<file path="src/rtl/avalon_uart_tx_slave_if.sv">
// Avalon-MM register port between the Nios II master and the UART TX slave.
interface avalon_uart_tx_slave_if;
    logic [1:0]  avs_address;
    logic        avs_write;
    logic [31:0] avs_writedata;
    logic        avs_read;
    logic [31:0] avs_readdata;

    modport master (
        output avs_address,
        output avs_write,
        output avs_writedata,
        output avs_read,
        input  avs_readdata
    );

    modport slave (
        input  avs_address,
        input  avs_write,
        input  avs_writedata,
        input  avs_read,
        output avs_readdata
    );
endinterface

</file>
<file path="src/rtl/avalon_uart_tx_slave.sv">
// Avalon-MM slave with a TX FIFO feeding an 8N1 UART serialiser.
// Registers: 0 TXDATA, 1 STATUS, 2 CONTROL, 3 reserved; read latency 1.
module avalon_uart_tx_slave #(
    parameter int unsigned CLK_FREQ   = 100_000_000,
    parameter int unsigned UART_BPS   = 115200,
    parameter int unsigned FIFO_DEPTH = 16
) (
    input  logic                   sys_clk,
    input  logic                   sys_rst,
    avalon_uart_tx_slave_if.slave  avs,
    output logic                   uart_txd
);

    localparam int unsigned BAUD_DIV = CLK_FREQ / UART_BPS;
    localparam int unsigned CW       = (BAUD_DIV > 1) ? $clog2(BAUD_DIV) : 1;
    localparam int unsigned AW       = $clog2(FIFO_DEPTH);
    localparam int unsigned FW       = AW + 1;
    localparam logic [CW-1:0] BAUD_LAST = CW'(BAUD_DIV - 1);
    localparam logic [FW-1:0] FILL_FULL = FW'(FIFO_DEPTH);

    typedef enum logic [1:0] {S_IDLE, S_START, S_DATA, S_STOP} state_e;

    state_e         state_q,   state_d;
    logic [CW-1:0]  baud_q,    baud_d;
    logic [2:0]     bit_q,     bit_d;
    logic [7:0]     shift_q,   shift_d;
    logic           txd_q,     txd_d;
    logic [AW-1:0]  wr_ptr_q,  wr_ptr_d;
    logic [AW-1:0]  rd_ptr_q,  rd_ptr_d;
    logic [FW-1:0]  fill_q,    fill_d;
    logic           overflow_q, overflow_d;
    logic           tx_en_q,   tx_en_d;
    logic [31:0]    rdata_q,   rdata_d;
    logic [7:0]     mem_q [FIFO_DEPTH];

    logic wr_txdata_c, wr_status_c, wr_control_c;
    logic full_c, empty_c, push_c, pop_c, flush_c, baud_end_c, busy_c;
    logic unused_wdata;

    assign unused_wdata = ^avs.avs_writedata[31:8];

    // Decode and FIFO handshake; full is judged on the pre-pop fill level
    always_comb begin
        wr_txdata_c  = avs.avs_write && (avs.avs_address == 2'd0);
        wr_status_c  = avs.avs_write && (avs.avs_address == 2'd1);
        wr_control_c = avs.avs_write && (avs.avs_address == 2'd2);
        full_c       = (fill_q == FILL_FULL);
        empty_c      = (fill_q == '0);
        push_c       = wr_txdata_c && !full_c;
        flush_c      = wr_control_c && avs.avs_writedata[1];
        baud_end_c   = (baud_q == BAUD_LAST);
        busy_c       = (state_q != S_IDLE);
        pop_c        = tx_en_q && !empty_c &&
                       ((state_q == S_IDLE) || ((state_q == S_STOP) && baud_end_c));
    end

    // FIFO pointers, fill level and control/status bits
    always_comb begin
        wr_ptr_d   = wr_ptr_q;
        rd_ptr_d   = rd_ptr_q;
        fill_d     = fill_q;
        overflow_d = overflow_q;
        tx_en_d    = tx_en_q;
        if (flush_c) begin
            wr_ptr_d = '0;
            rd_ptr_d = '0;
            fill_d   = '0;
        end else begin
            if (push_c) wr_ptr_d = wr_ptr_q + AW'(1);
            if (pop_c)  rd_ptr_d = rd_ptr_q + AW'(1);
            fill_d = fill_q + FW'(push_c) - FW'(pop_c);
        end
        if (wr_txdata_c && full_c)
            overflow_d = 1'b1;
        else if (wr_status_c && avs.avs_writedata[3])
            overflow_d = 1'b0;
        if (wr_control_c)
            tx_en_d = avs.avs_writedata[0];
    end

    // Serialiser; the STOP-to-START path keeps queued frames gapless
    always_comb begin
        state_d = state_q;
        baud_d  = baud_q;
        bit_d   = bit_q;
        shift_d = shift_q;
        unique case (state_q)
            S_IDLE: begin
                if (pop_c) begin
                    state_d = S_START;
                    baud_d  = '0;
                    shift_d = mem_q[rd_ptr_q];
                end
            end
            S_START: begin
                if (baud_end_c) begin
                    baud_d  = '0;
                    bit_d   = '0;
                    state_d = S_DATA;
                end else begin
                    baud_d = baud_q + CW'(1);
                end
            end
            S_DATA: begin
                if (baud_end_c) begin
                    baud_d  = '0;
                    shift_d = shift_q >> 1;
                    if (bit_q == 3'd7) state_d = S_STOP;
                    else               bit_d   = bit_q + 3'd1;
                end else begin
                    baud_d = baud_q + CW'(1);
                end
            end
            S_STOP: begin
                if (baud_end_c) begin
                    baud_d = '0;
                    if (pop_c) begin
                        state_d = S_START;
                        shift_d = mem_q[rd_ptr_q];
                    end else begin
                        state_d = S_IDLE;
                    end
                end else begin
                    baud_d = baud_q + CW'(1);
                end
            end
            default: state_d = S_IDLE;
        endcase
        txd_d = 1'b1;
        if (state_d == S_START)     txd_d = 1'b0;
        else if (state_d == S_DATA) txd_d = shift_d[0];
    end

    // Read mux; a colliding write wins and the read returns zero
    always_comb begin
        rdata_d = '0;
        if (avs.avs_read && !avs.avs_write) begin
            unique case (avs.avs_address)
                2'd1:    rdata_d = {16'h0, 8'(fill_q), 4'h0, overflow_q, busy_c, empty_c, full_c};
                2'd2:    rdata_d = {31'h0, tx_en_q};
                default: rdata_d = '0;
            endcase
        end
    end

    always_ff @(posedge sys_clk) begin
        if (sys_rst) begin
            state_q    <= S_IDLE;
            baud_q     <= '0;
            bit_q      <= '0;
            shift_q    <= '0;
            txd_q      <= 1'b1;
            wr_ptr_q   <= '0;
            rd_ptr_q   <= '0;
            fill_q     <= '0;
            overflow_q <= 1'b0;
            tx_en_q    <= 1'b0;
            rdata_q    <= '0;
        end else begin
            state_q    <= state_d;
            baud_q     <= baud_d;
            bit_q      <= bit_d;
            shift_q    <= shift_d;
            txd_q      <= txd_d;
            wr_ptr_q   <= wr_ptr_d;
            rd_ptr_q   <= rd_ptr_d;
            fill_q     <= fill_d;
            overflow_q <= overflow_d;
            tx_en_q    <= tx_en_d;
            rdata_q    <= rdata_d;
        end
    end

    // Storage needs no reset: entries are only read once pushed
    always_ff @(posedge sys_clk) begin
        if (push_c && !flush_c)
            mem_q[wr_ptr_q] <= avs.avs_writedata[7:0];
    end

    assign uart_txd         = txd_q;
    assign avs.avs_readdata = rdata_q;

endmodule

</file>
<file path="src/flat_wrapper.sv">
// flat-port wrapper written by rule: the top's interface ports become plain ports
module avalon_uart_tx_slave_flat 
#(
    parameter int unsigned CLK_FREQ   = 100_000_000,
    parameter int unsigned UART_BPS   = 115200,
    parameter int unsigned FIFO_DEPTH = 16
)
  (sys_clk, sys_rst, uart_txd, avs_avs_address, avs_avs_write, avs_avs_writedata, avs_avs_read, avs_avs_readdata);
  avalon_uart_tx_slave_if avs_i ();
  input  logic sys_clk;
  input  logic sys_rst;
  output logic uart_txd;
  input wire logic [$bits(avs_i.avs_address)-1:0] avs_avs_address;
  input wire logic [$bits(avs_i.avs_write)-1:0] avs_avs_write;
  input wire logic [$bits(avs_i.avs_writedata)-1:0] avs_avs_writedata;
  input wire logic [$bits(avs_i.avs_read)-1:0] avs_avs_read;
  output wire logic [$bits(avs_i.avs_readdata)-1:0] avs_avs_readdata;
  assign avs_i.avs_address = avs_avs_address;
  assign avs_i.avs_write = avs_avs_write;
  assign avs_i.avs_writedata = avs_avs_writedata;
  assign avs_i.avs_read = avs_avs_read;
  assign avs_avs_readdata = avs_i.avs_readdata;
  avalon_uart_tx_slave #(.CLK_FREQ(CLK_FREQ), .UART_BPS(UART_BPS), .FIFO_DEPTH(FIFO_DEPTH)) u_core (.sys_clk(sys_clk), .sys_rst(sys_rst), .avs(avs_i), .uart_txd(uart_txd));
endmodule
</file>
<file path="config.mk">
export PLATFORM = sky130hd
export DESIGN_NAME = avalon_uart_tx_slave_flat
export DESIGN_NICKNAME = d
export VERILOG_FILES = /design/src/rtl/avalon_uart_tx_slave_if.sv /design/src/rtl/avalon_uart_tx_slave.sv /design/src/flat_wrapper.sv
export SDC_FILE = /design/constraint.sdc
export NUM_CORES = 1
export LEC_CHECK = 0
export ABC_AREA = 1
export BUFFER_PORTS_ARGS = -buffer_cell sky130_fd_sc_hd__buf_2
export CORE_MARGIN = 8
export CORE_UTILIZATION = 60
export CTS_CLUSTER_DIAMETER = 40
export CTS_CLUSTER_SIZE = 12
export DETAILED_ROUTE_END_ITERATION = 8
export PLACE_DENSITY = 0.92
export SLEW_MARGIN = 20
export SYNTH_ARGS = -nofsm -noshare
export SYNTH_HDL_FRONTEND = slang
export SYNTH_SLANG_ARGS = --single-unit
</file>
<file path="constraint.sdc">
create_clock -name sys_clk -period 6.2 [get_ports sys_clk]
set_input_delay 0.62 -clock sys_clk [delete_from_list [all_inputs] [get_ports sys_clk]]
set_output_delay 0.62 -clock sys_clk [all_outputs]
set_load 0.05 [all_outputs]
</file>
# --- Word level (Yosys, flattened, before mapping) ---
# Memory sizes are Yosys's and may differ from the RTL's. A register that Yosys moved wholly into a read port is not among the register bits.
# Index checks and enable logic that the tools add are counted.
totals:
  out_inout_bits: 33
  ff_bits: 71
  ramBits: 128
  latchBits: 0
  rom_bits: 0
  n_memories: 1
classes:
  n_reduce_logical: 29
  eq_ne: 15
  muxes: 27
  shift: 0
  bitwise: 1
  add_sub_neg: 6
  magnitude_cmp: 0
  div_mod_pow: 0
  n_mul: 0
memory_table:
  columns: ["memory", "depth", "width", "rd", "rd_clocked_by_memory_dff", "write_ports", "line", "rtl"]
  rows:
  - ["u_core.mem_q", 16, 8, 1, 1, 1, "avalon_uart_tx_slave.sv:34", "logic [7:0] mem_q [FIFO_DEPTH];"]
op_table:
  columns: ["cell", "count"]
  rows:
  - ["case mux 13 bit (2 select lines)", 1]
  - ["2-to-1 mux 8 bit", 3]
  - ["case mux 8 bit (3 select lines)", 1]
  - ["2-to-1 mux 10 bit", 2]
  - ["case mux 10 bit (2 select lines)", 1]
  - ["logical AND 1 bit", 12]
  - ["adder 10 x 1 -> 10 bit, second input constant", 1]
  - ["equality test 10 bit, second input constant", 1]
  - ["2-to-1 mux 2 bit", 5]
  - ["2-to-1 mux 3 bit", 3]
  - ["adder 4 x 1 -> 4 bit, second input constant", 2]
  - ["equality test 2 bit, second input constant", 4]
  - ["2-to-1 mux 4 bit", 2]
  - ["!= test 2 x 1 -> 1 bit, second input constant", 4]
  - ["case mux 2 bit (4 select lines)", 1]
  - ["2-to-1 mux 1 bit", 7]
  - ["equality test 2 x 1 -> 1 bit, second input constant", 3]
  - ["case mux 3 bit (2 select lines)", 1]
  - ["nonzero test 2 bit", 3]
  - ["adder 5 x 1 -> 5 bit", 1]
  - ["equality test 5 bit, second input constant", 1]
  - ["logical NOT 5 bit", 1]
  - ["subtractor 5 x 1 -> 5 bit", 1]
  - ["logical NOT 1 bit", 4]
  - ["other kinds (11)", 13]

# --- Depth between registers and ports, before layout ---
# Gate-level depths: netlist (run 1).
depth:
  word_depth: 10
  mapped_depth: 16
  mapped_depth_nobuf: 16

# --- Least setup slack after synthesis (run 1) ---
# No wires, ideal clock.
synth_timing:
  path_kind: "reg-to-reg"
  start: "register u_core.baud_q[0]"
  end: "register u_core.fill_q[4]"
  path_buffers: 0
  arrival_ps: 2404
  path_stages_with_launch: 17
  slack_ps: 3676
  cell_sequence: "dfxtp_1 ha_1 nand2_1 nor2_4 nand3_4 nand2_4 nand3_4 inv_6 ha_1 inv_1 ha_1 fa_1 nand2_1 nand2_1 a21oi_1 nand2_1 nor3b_1"
synth_between:
  elab_chain_cells: 5
synth_lines:
  columns: ["item", "line", "rtl"]
  rows:
  - ["start: declaration", "avalon_uart_tx_slave.sv:24", "logic [CW-1:0] baud_q, baud_d;"]
  - ["start signal: assignment", "avalon_uart_tx_slave.sv:161", "baud_q <= baud_d;"]
  - ["equality test 10 bit", "avalon_uart_tx_slave.sv:51", "baud_end_c = (baud_q == BAUD_LAST);"]
  - ["logical AND 1 bit", "avalon_uart_tx_slave.sv:54", "((state_q == S_IDLE) || ((state_q == S_STOP) && baud_end_c));"]
  - ["logical OR 1 bit", "avalon_uart_tx_slave.sv:54", null]
  - ["logical AND 1 bit", "avalon_uart_tx_slave.sv:53", "pop_c = tx_en_q && !empty_c &&"]
  - ["subtractor 5 x 1 -> 5 bit", "avalon_uart_tx_slave.sv:71", "fill_d = fill_q + FW'(push_c) - FW'(pop_c);"]
  - ["end signal: assignment", "avalon_uart_tx_slave.sv:167", "fill_q <= fill_d;"]
  - ["end: declaration", "avalon_uart_tx_slave.sv:30", "logic [FW-1:0] fill_q, fill_d;"]
# No other way between the ends.
# A chain may end at the register's enable or synchronous reset.

# --- Worst setup path in the final report (run 1) ---
# Same ends and word-level chain as after synthesis.

==> impl_metrics.env, run 1 <==
export IMPL_yosys_warnings=0
export IMPL_yosysTopAreaCell="edfxtp_1"
export IMPL_crit_path_top_delay_cell="fa_1"
export IMPL_path_max_fanout=10
export IMPL_finalNonFillerCells=989
export IMPL_num_rows=41
export IMPL_crit_top_cell="nand2_1"
export IMPL_die_h_microns=130
export IMPL_antenna_found_initial=0
export IMPL_fmax_mhz=340
export IMPL_crit_chain="ha_1 > nand2_1 > nor2_4 > nand3_4 > nand2_4 > nand3_4 > inv_6 > ha_1 > inv_1 > ha_1 > fa_1 > nand2_1 > nand2_1 > a21oi_1 > nand2_1 > nor3b_1"
export IMPL_syn_cell_area_sq_um=7840
export IMPL_syn_area_per_cell_sq_um=9.91
export IMPL_diodes=0
export IMPL_power_density_nw_per_um2=317
export IMPL_initial_core_util_pct=61.9
export IMPL_dp_hpwl_microns=10600
export IMPL_grt_overflow_total=0
export IMPL_nets=861
export IMPL_hold_violations=0
export IMPL_setup_viol=0
export IMPL_maxCapViolCount=0
export IMPL_p_total_mw=2.72
export IMPL_min_from="u_core.overflow_q"
export IMPL_cts_sinks=180
export IMPL_htree_levels=4
export IMPL_area_growth_pct=9.23
export IMPL_grt_total_usage_pct=21.3
export IMPL_top_layer_used="met4"
export IMPL_cts_setup_buffers=0
export IMPL_clk_latency_ns=0.43
export IMPL_grt_max_degree=66
export IMPL_crit_start="u_core.baud_q[0]"
export IMPL_vdd_drop_max_uv=249
export IMPL_cpPeakStageDelay_ns=0.42
export IMPL_cts_made_buffers=17
export IMPL_drtIter0Drc=770
export IMPL_cts_tree="done"
export IMPL_post_place_cells=958
export IMPL_core_sq_um=12700
export IMPL_clk_pin_slew_ns=0.06
export IMPL_io_buffers=23
export IMPL_io_pin_count=71
export IMPL_regToRegStartpoint="u_core.baud_q[0]"
export IMPL_first_pass_iters=7
export IMPL_drive_gt1_share_pct=8.20
export IMPL_cts_root_buffer_cell="clkbuf_16"
export IMPL_endpoint_kind="register"
export IMPL_synth_top_area_share_pct=49.0
export IMPL_ys_seq_area_share_pct=62.3
export IMPL_synth_top_cells_by_area="edfxtp_1 (49%), dfxtp_1 (13%), nand2_1 (10%), nand3_1 (8.7%), ha_1 (2.7%)"
export IMPL_setup_tns_ns=0
export IMPL_maxSlewHeadroom_pct=25.2
export IMPL_route_vias_total=5709
export IMPL_fin_crit_ns=2.94
export IMPL_die_width_microns=130
export IMPL_cp_data_arrival_time_ns=3.24
export IMPL_tightest_slew_ns=1.12
export IMPL_routabilityCongestion=0.862
export IMPL_start_kind="register"
export IMPL_wl_met2_microns=8570
export IMPL_cp_data_required_time_ns=6.50
export IMPL_wire_per_inst_microns=17.6
export IMPL_clock_skew_ns=0.0108
export IMPL_path_class="register to register"
export IMPL_holdBufCountCts=0
export IMPL_drv_slew=0
export IMPL_cp_num_buf_inv=2
export IMPL_finalWirelength_microns=17400
export IMPL_ys_seq_elements=180
export IMPL_clockBufferDepth=2
export IMPL_worst_hold_path_type="register to register"
export IMPL_dieArea_sq_um=17000
export IMPL_path_delay_family="adder cells"
export IMPL_vias_per_cell=5.77
export IMPL_synthCells=791
export IMPL_grt_pass1_vias=5446
export IMPL_outcome="finished, final reports clean"
export IMPL_met1_length_microns=6430
export IMPL_postCtsResizedCells=0
export IMPL_p_leak_nw=3.29
export IMPL_met3WireLength_microns=1840
export IMPL_timing_final_crit_share_pct=47.4
export IMPL_synth_distinct_cells=38
export IMPL_rsz0062_at_grt="no"
export IMPL_route_detailed_drc=0
export IMPL_postRouteAntennaNets=0
export IMPL_grt_pass1_wl_microns=27500
## metal layers
| metal | vias up | global-route usage [%] |
|---|---|---|
| met5 | - | 0 |
| met1 | 2668 | 25.5 |
| met3 | 61 | 5.55 |
| met2 | 330 | 35.7 |
| met4 | 0 | 9.22 |
| li1 | 2650 | - |
## placed cells by master (no fill, tap or decap), drive strengths merged
| master | count |
|---|---|
| a211oi | 1 |
| a21boi | 1 |
| a21oi | 24 |
| a22oi | 1 |
| a31oi | 5 |
| and3 | 3 |
| buf | 25 |
| bufinv | 3 |
| clkbuf | 19 |
| clkinv | 3 |
| conb | 23 |
| dfxtp | 52 |
| edfxtp | 128 |
| fa | 1 |
| ha | 17 |
| inv | 65 |
| nand2 | 212 |
| nand3 | 139 |
| nand3b | 1 |
| nand4 | 4 |
| nor2 | 58 |
| nor3 | 5 |
| nor3b | 2 |
| o211a | 1 |
| o21ai | 15 |
| o21bai | 1 |
| o22ai | 2 |
| or2 | 2 |
| xor2 | 4 |
## worst reg2reg max path, cell delays in order, from the launching register on
cell and delay (ns):
dfxtp_1 0.40, ha_1 0.25, nand2_1 0.11, nor2_4 0.13, nand3_4 0.12, nand2_4 0.13
nand3_4 0.15, inv_6 0.15, ha_1 0.14, inv_1 0.04, ha_1 0.22, fa_1 0.42
nand2_1 0.09, nand2_1 0.05, a21oi_1 0.19, nand2_1 0.08, nor3b_1 0.14
## synthesized netlist by cell type
cell type	instances
a211oi_1	1
a21boi_0	1
a21oi_1	24
a22oi_1	1
a31oi_1	5
and3_1	3
buf_1	1
buf_2	12
buf_4	24
clkbuf_1	14
clkbuf_2	1
conb_1	1
dfxtp_1	52
edfxtp_1	128
fa_1	1
ha_1	17
inv_1	56
inv_2	2
inv_6	1
nand2_1	208
nand2_2	2
nand2_4	2
nand3_1	137
nand3_4	2
nand3b_1	1
nand4_1	4
nor2_1	55
nor2_2	1
nor2_4	2
nor3_1	5
nor3b_1	2
o211a_1	1
o21ai_0	15
o21bai_1	1
o22ai_1	2
or2_0	1
or2_2	1
xor2_1	4
## state kept, by name, indices dropped and copies added, names as in the netlist, 2 cells and up, named ones only
name,flops
u_core.mem_q,128
u_core.baud_q,10
u_core.avs.avs_readdata,9
u_core.shift_q,8
u_core.fill_q,5
u_core.rd_ptr_q,4
u_core.wr_ptr_q,4
u_core.bit_q,3
u_core.state_q,2
## where the power goes
group,leakage [nW],internal [mW],switching [mW]
Combinational,1.42,0.0771,0.207
Sequential,1.57,1.31,0.0166
Clock,0.293,0.641,0.464
## metrics by stage
stage	hold slack (ns)	util, %	worst slack, ns	instance area [sq um]
2_1_floorplan	0.408	-	3.68	7920
3_3_place_gp	0.422	62.9	3.41	7970
3_5_place_dp	0.425	62.9	3.27	7970
4_1_cts	0.435	67.6	3.26	8560
5_1_grt	0.460	67.6	3.01	8560
6_report	0.435	67.6	3.26	8560
## final timing paths
kind / to / depth (start not counted) / slack [ns]
max: u_core.fill_q[4] / 16 / 3.26
min: u_core.avs.avs_readdata[3] / 2 / 0.44
max reg2reg: u_core.fill_q[4] / 16 / 3.26
min reg2reg: u_core.avs.avs_readdata[3] / 2 / 0.44
## logic make-up (layout without fill, tap and decap cells)
group,count (synthesis),after routing,share of synthesized area (%)
AO/OA/AOI/OAI,51,51,3.56
XOR/XNOR,4,4,0.447
adder cells (fa/ha/maj),18,18,2.97
buffers and inverters,111,115,6.74
flip-flops,180,180,62.3
other,1,23,0.0478
AND/OR/NAND/NOR,426,426,23.9
## cell type report
class	instances	area, sq um
repair buffers	25	130
clock inverters	12	163
clock buffers	19	433
multi-input cells	522	2510
flip-flops and latches	180	4890
inverters	59	226
well taps	172	215
fillers	888	4110
(Power assumes the default switching activity.)
==> inputs of run 2 (changes only) <==
- ABC_AREA: 1 -> 0
- CORE_UTILIZATION: 60 -> 53
- PLACE_DENSITY: 0.92 -> 0.87
- clock period: 6.2 -> 2.6 ns (I/O delays scaled with it)
==> impl_metrics.env, run 2 <==
export IMPL_outcome="complete, but fails checks"
export IMPL_violations="negative setup slack"
export IMPL_synthCells=510
export IMPL_yosysTopAreaCell="edfxtp_1"
export IMPL_ys_seq_area_share_pct=64.6
export IMPL_vdd_drop_max_uv=545
export IMPL_clock_skew_ns=0.00932
export IMPL_start_kind="register"
export IMPL_grt_overflow_total=0
export IMPL_dp_hpwl_microns=10700
export IMPL_clk_pin_slew_ns=0.06
export IMPL_syn_area_per_cell_sq_um=14.8
export IMPL_rsz0062_at_grt="yes"
export IMPL_hold_violations=0
export IMPL_path_max_fanout=2
export IMPL_clk_latency_ns=0.43
export IMPL_largest_reg_flops=128
export IMPL_design_area_sq_um=8660
export IMPL_place_area_sq_um=8040
export IMPL_power_density_nw_per_um2=716
export IMPL_cts_sinks=180
export IMPL_dieArea_sq_um=18300
export IMPL_antenna_found_initial=0
export IMPL_timing_final_crit_share_pct=103
export IMPL_postSynth_asyncResetShare_pct=0
export IMPL_grt_max_degree=30
export IMPL_synth_top_area_share_pct=50.9
export IMPL_cp_data_required_time_ns=2.91
export IMPL_power_share_clock_pct=39.2
export IMPL_top_register="u_core.mem_q"
export IMPL_die_width_microns=135
export IMPL_comb_power_share_pct=10.2
export IMPL_ys_seq_elements=180
export IMPL_yosys_warnings=0
export IMPL_tightest_slew_ns=0.971
export IMPL_fillers=967
export IMPL_area_growth_pct=14.6
export IMPL_layout_commonest_cell="edfxtp_1"
export IMPL_syn_cell_area_sq_um=7560
export IMPL_p_total_mw=6.20
export IMPL_dp_slack_ns=-0.131
export IMPL_cts_root_buffer_cell="clkbuf_16"
export IMPL_cts_made_buffers=17
export IMPL_pwr_share_seq_pct=50.6
export IMPL_grt_total_usage_pct=18.3
export IMPL_multi_input_area_sq_um=2500
export IMPL_grt_pass1_vias=4574
export IMPL_diodes=0
export IMPL_cts_tree="done"
export IMPL_switching_power_mw=1.49
export IMPL_layout_setup_ws_ns=-0.0756
export IMPL_worst_hold_path_type="primary input to register"
export IMPL_die_h_microns=135
export IMPL_p_int_mw=4.71
export IMPL_cp_data_arrival_time_ns=2.99
export IMPL_synthTopCellsByCount="edfxtp_1 (128), nor2_1 (58), dfxtp_1 (52)"
export IMPL_endpoint_kind="register"
export IMPL_fmax_mhz=374
export IMPL_wire_per_inst_microns=20.7
export IMPL_path_class="register to register"
export IMPL_htree_levels=4
export IMPL_switching_share_pct=24.1
export IMPL_drtIter0Drc=473
export IMPL_routabilityCongestion=0.847
export IMPL_postRouteAntennaNets=0
export IMPL_vias_per_cell=5.79
export IMPL_synth_top_cells_by_area="edfxtp_1 (51%), dfxtp_1 (14%), mux4_2 (8.6%), nor2_1 (2.9%), ha_1 (2.8%)"
export IMPL_maxSlewHeadroom_pct=35.1
export IMPL_maxCapViolCount=0
export IMPL_nets=627
export IMPL_p_leak_nw=2.99
export IMPL_ys_dominant_reg_cell="edfxtp_1"
export IMPL_utilization_pct=62.2
export IMPL_first_pass_iters=5
export IMPL_drv_slew=0
export IMPL_final_cell_mix="edfxtp_1 (128), nor2_1 (57), dfxtp_1 (44), buf_4 (42), mux4_2 (29)"
export IMPL_num_rows=43
export IMPL_setup_viol=2
export IMPL_drive_gt1_share_pct=25.9
export IMPL_synth_most_common_cell="edfxtp_1"
export IMPL_seq_area_sq_um=4890
export IMPL_synth_distinct_cells=56
export IMPL_io_buffers=23
export IMPL_grt_pass1_wl_microns=24800
export IMPL_fin_crit_ns=2.68
export IMPL_clockBufferDepth=2
export IMPL_route_vias_total=4414
export IMPL_route_detailed_drc=0
export IMPL_synth_edff_count=128
export IMPL_core_sq_um=13900
export IMPL_io_pin_count=71
export IMPL_initial_core_util_pct=54.2
export IMPL_finalWirelength_microns=15800
-- run 2: layout make-up --
type	instances	share of cell area, %
clock inverter	12	1.39
multi-input combinational	293	28.9
sequential	180	56.5
timing repair buffer	65	4.97
clock buffer	19	5.00
tap	180	2.60
inverter	14	0.635
-- run 2: final timing paths --
check / slack [ns] / from / cells past startpoint / end
worst min-delay path: 0.15 / avs_avs_write / 3 / u_core.tx_en_q
worst max-delay path: -0.08 / u_core.baud_q[7] / 13 / u_core.fill_q[4]
worst min register to register: 0.47 / u_core.bit_q[1] / 2 / u_core.bit_q[1]
worst max register to register: -0.08 / u_core.baud_q[7] / 13 / u_core.fill_q[4]
-- run 2: layer usage --
layer  track usage [%]  up-vias  part of all wire (%)
li1                  -     2013                     -
met1              20.6     2203                    38
met2              31.9      172                    53
met3              4.56       26                   6.8
met4              8.45        0                   1.8
met5                 0        -                     0
-- run 2: worst max-delay path: stages (launching register included) --
cell and delay, ns:
dfxtp_2 0.32, or3b_4 0.39, o41a_1 0.39, or2_4 0.26
inv_4 0.06, ha_4 0.12, inv_2 0.04, ha_4 0.16
fa_2 0.36, a21oi_2 0.12, nor2_1 0.05, nor2_1 0.12
xnor2_1 0.13, nor2_1 0.05
-- run 2: logic make-up after synthesis --
logic type	after synthesis	synth area share (%)
DFF	180	64.6
muxes	46	12.7
buffers and inverters	59	4.42
xor gates and xnor gates	11	1.27
adders and majority gates	19	3.21
and+or+nand+nor	139	9.24
other	1	0.0496
AOI/OAI and AO/OA	55	4.52
-- run 2: what timing repair did --
item,in CTS,in global routing
pin swaps,9,6
gates resized for setup,3,7
setup buffers,3,1
hold buffers,0,0
endpoints found under the setup margin,1,28
-- run 2: power by group through the flow --
stage / clock network [mW] / registers (mW) / logic [mW]
5_1_grt: 2.57 / 3.14 / 0.675
6_report: 2.43 / 3.14 / 0.629
3_3_place_gp: 0 / 3.20 / 0.554
4_1_cts: 2.46 / 3.14 / 0.598
3_5_place_dp: 0 / 3.20 / 0.575
2_1_floorplan: 0 / 3.20 / 0.446
-- run 2: through the flow --
| stage | std cells | TNS [ns] | hold slack, ns |
|---|---|---|---|
| 2_1_floorplan | 532 | -0.126 | 0.359 |
| 3_3_place_gp | 728 | -0.0633 | 0.445 |
| 3_5_place_dp | 728 | -0.131 | 0.461 |
| 4_1_cts | 762 | -0.210 | 0.140 |
| 5_1_grt | 763 | -0.333 | 0.176 |
| 6_report | 763 | -0.126 | 0.154 |
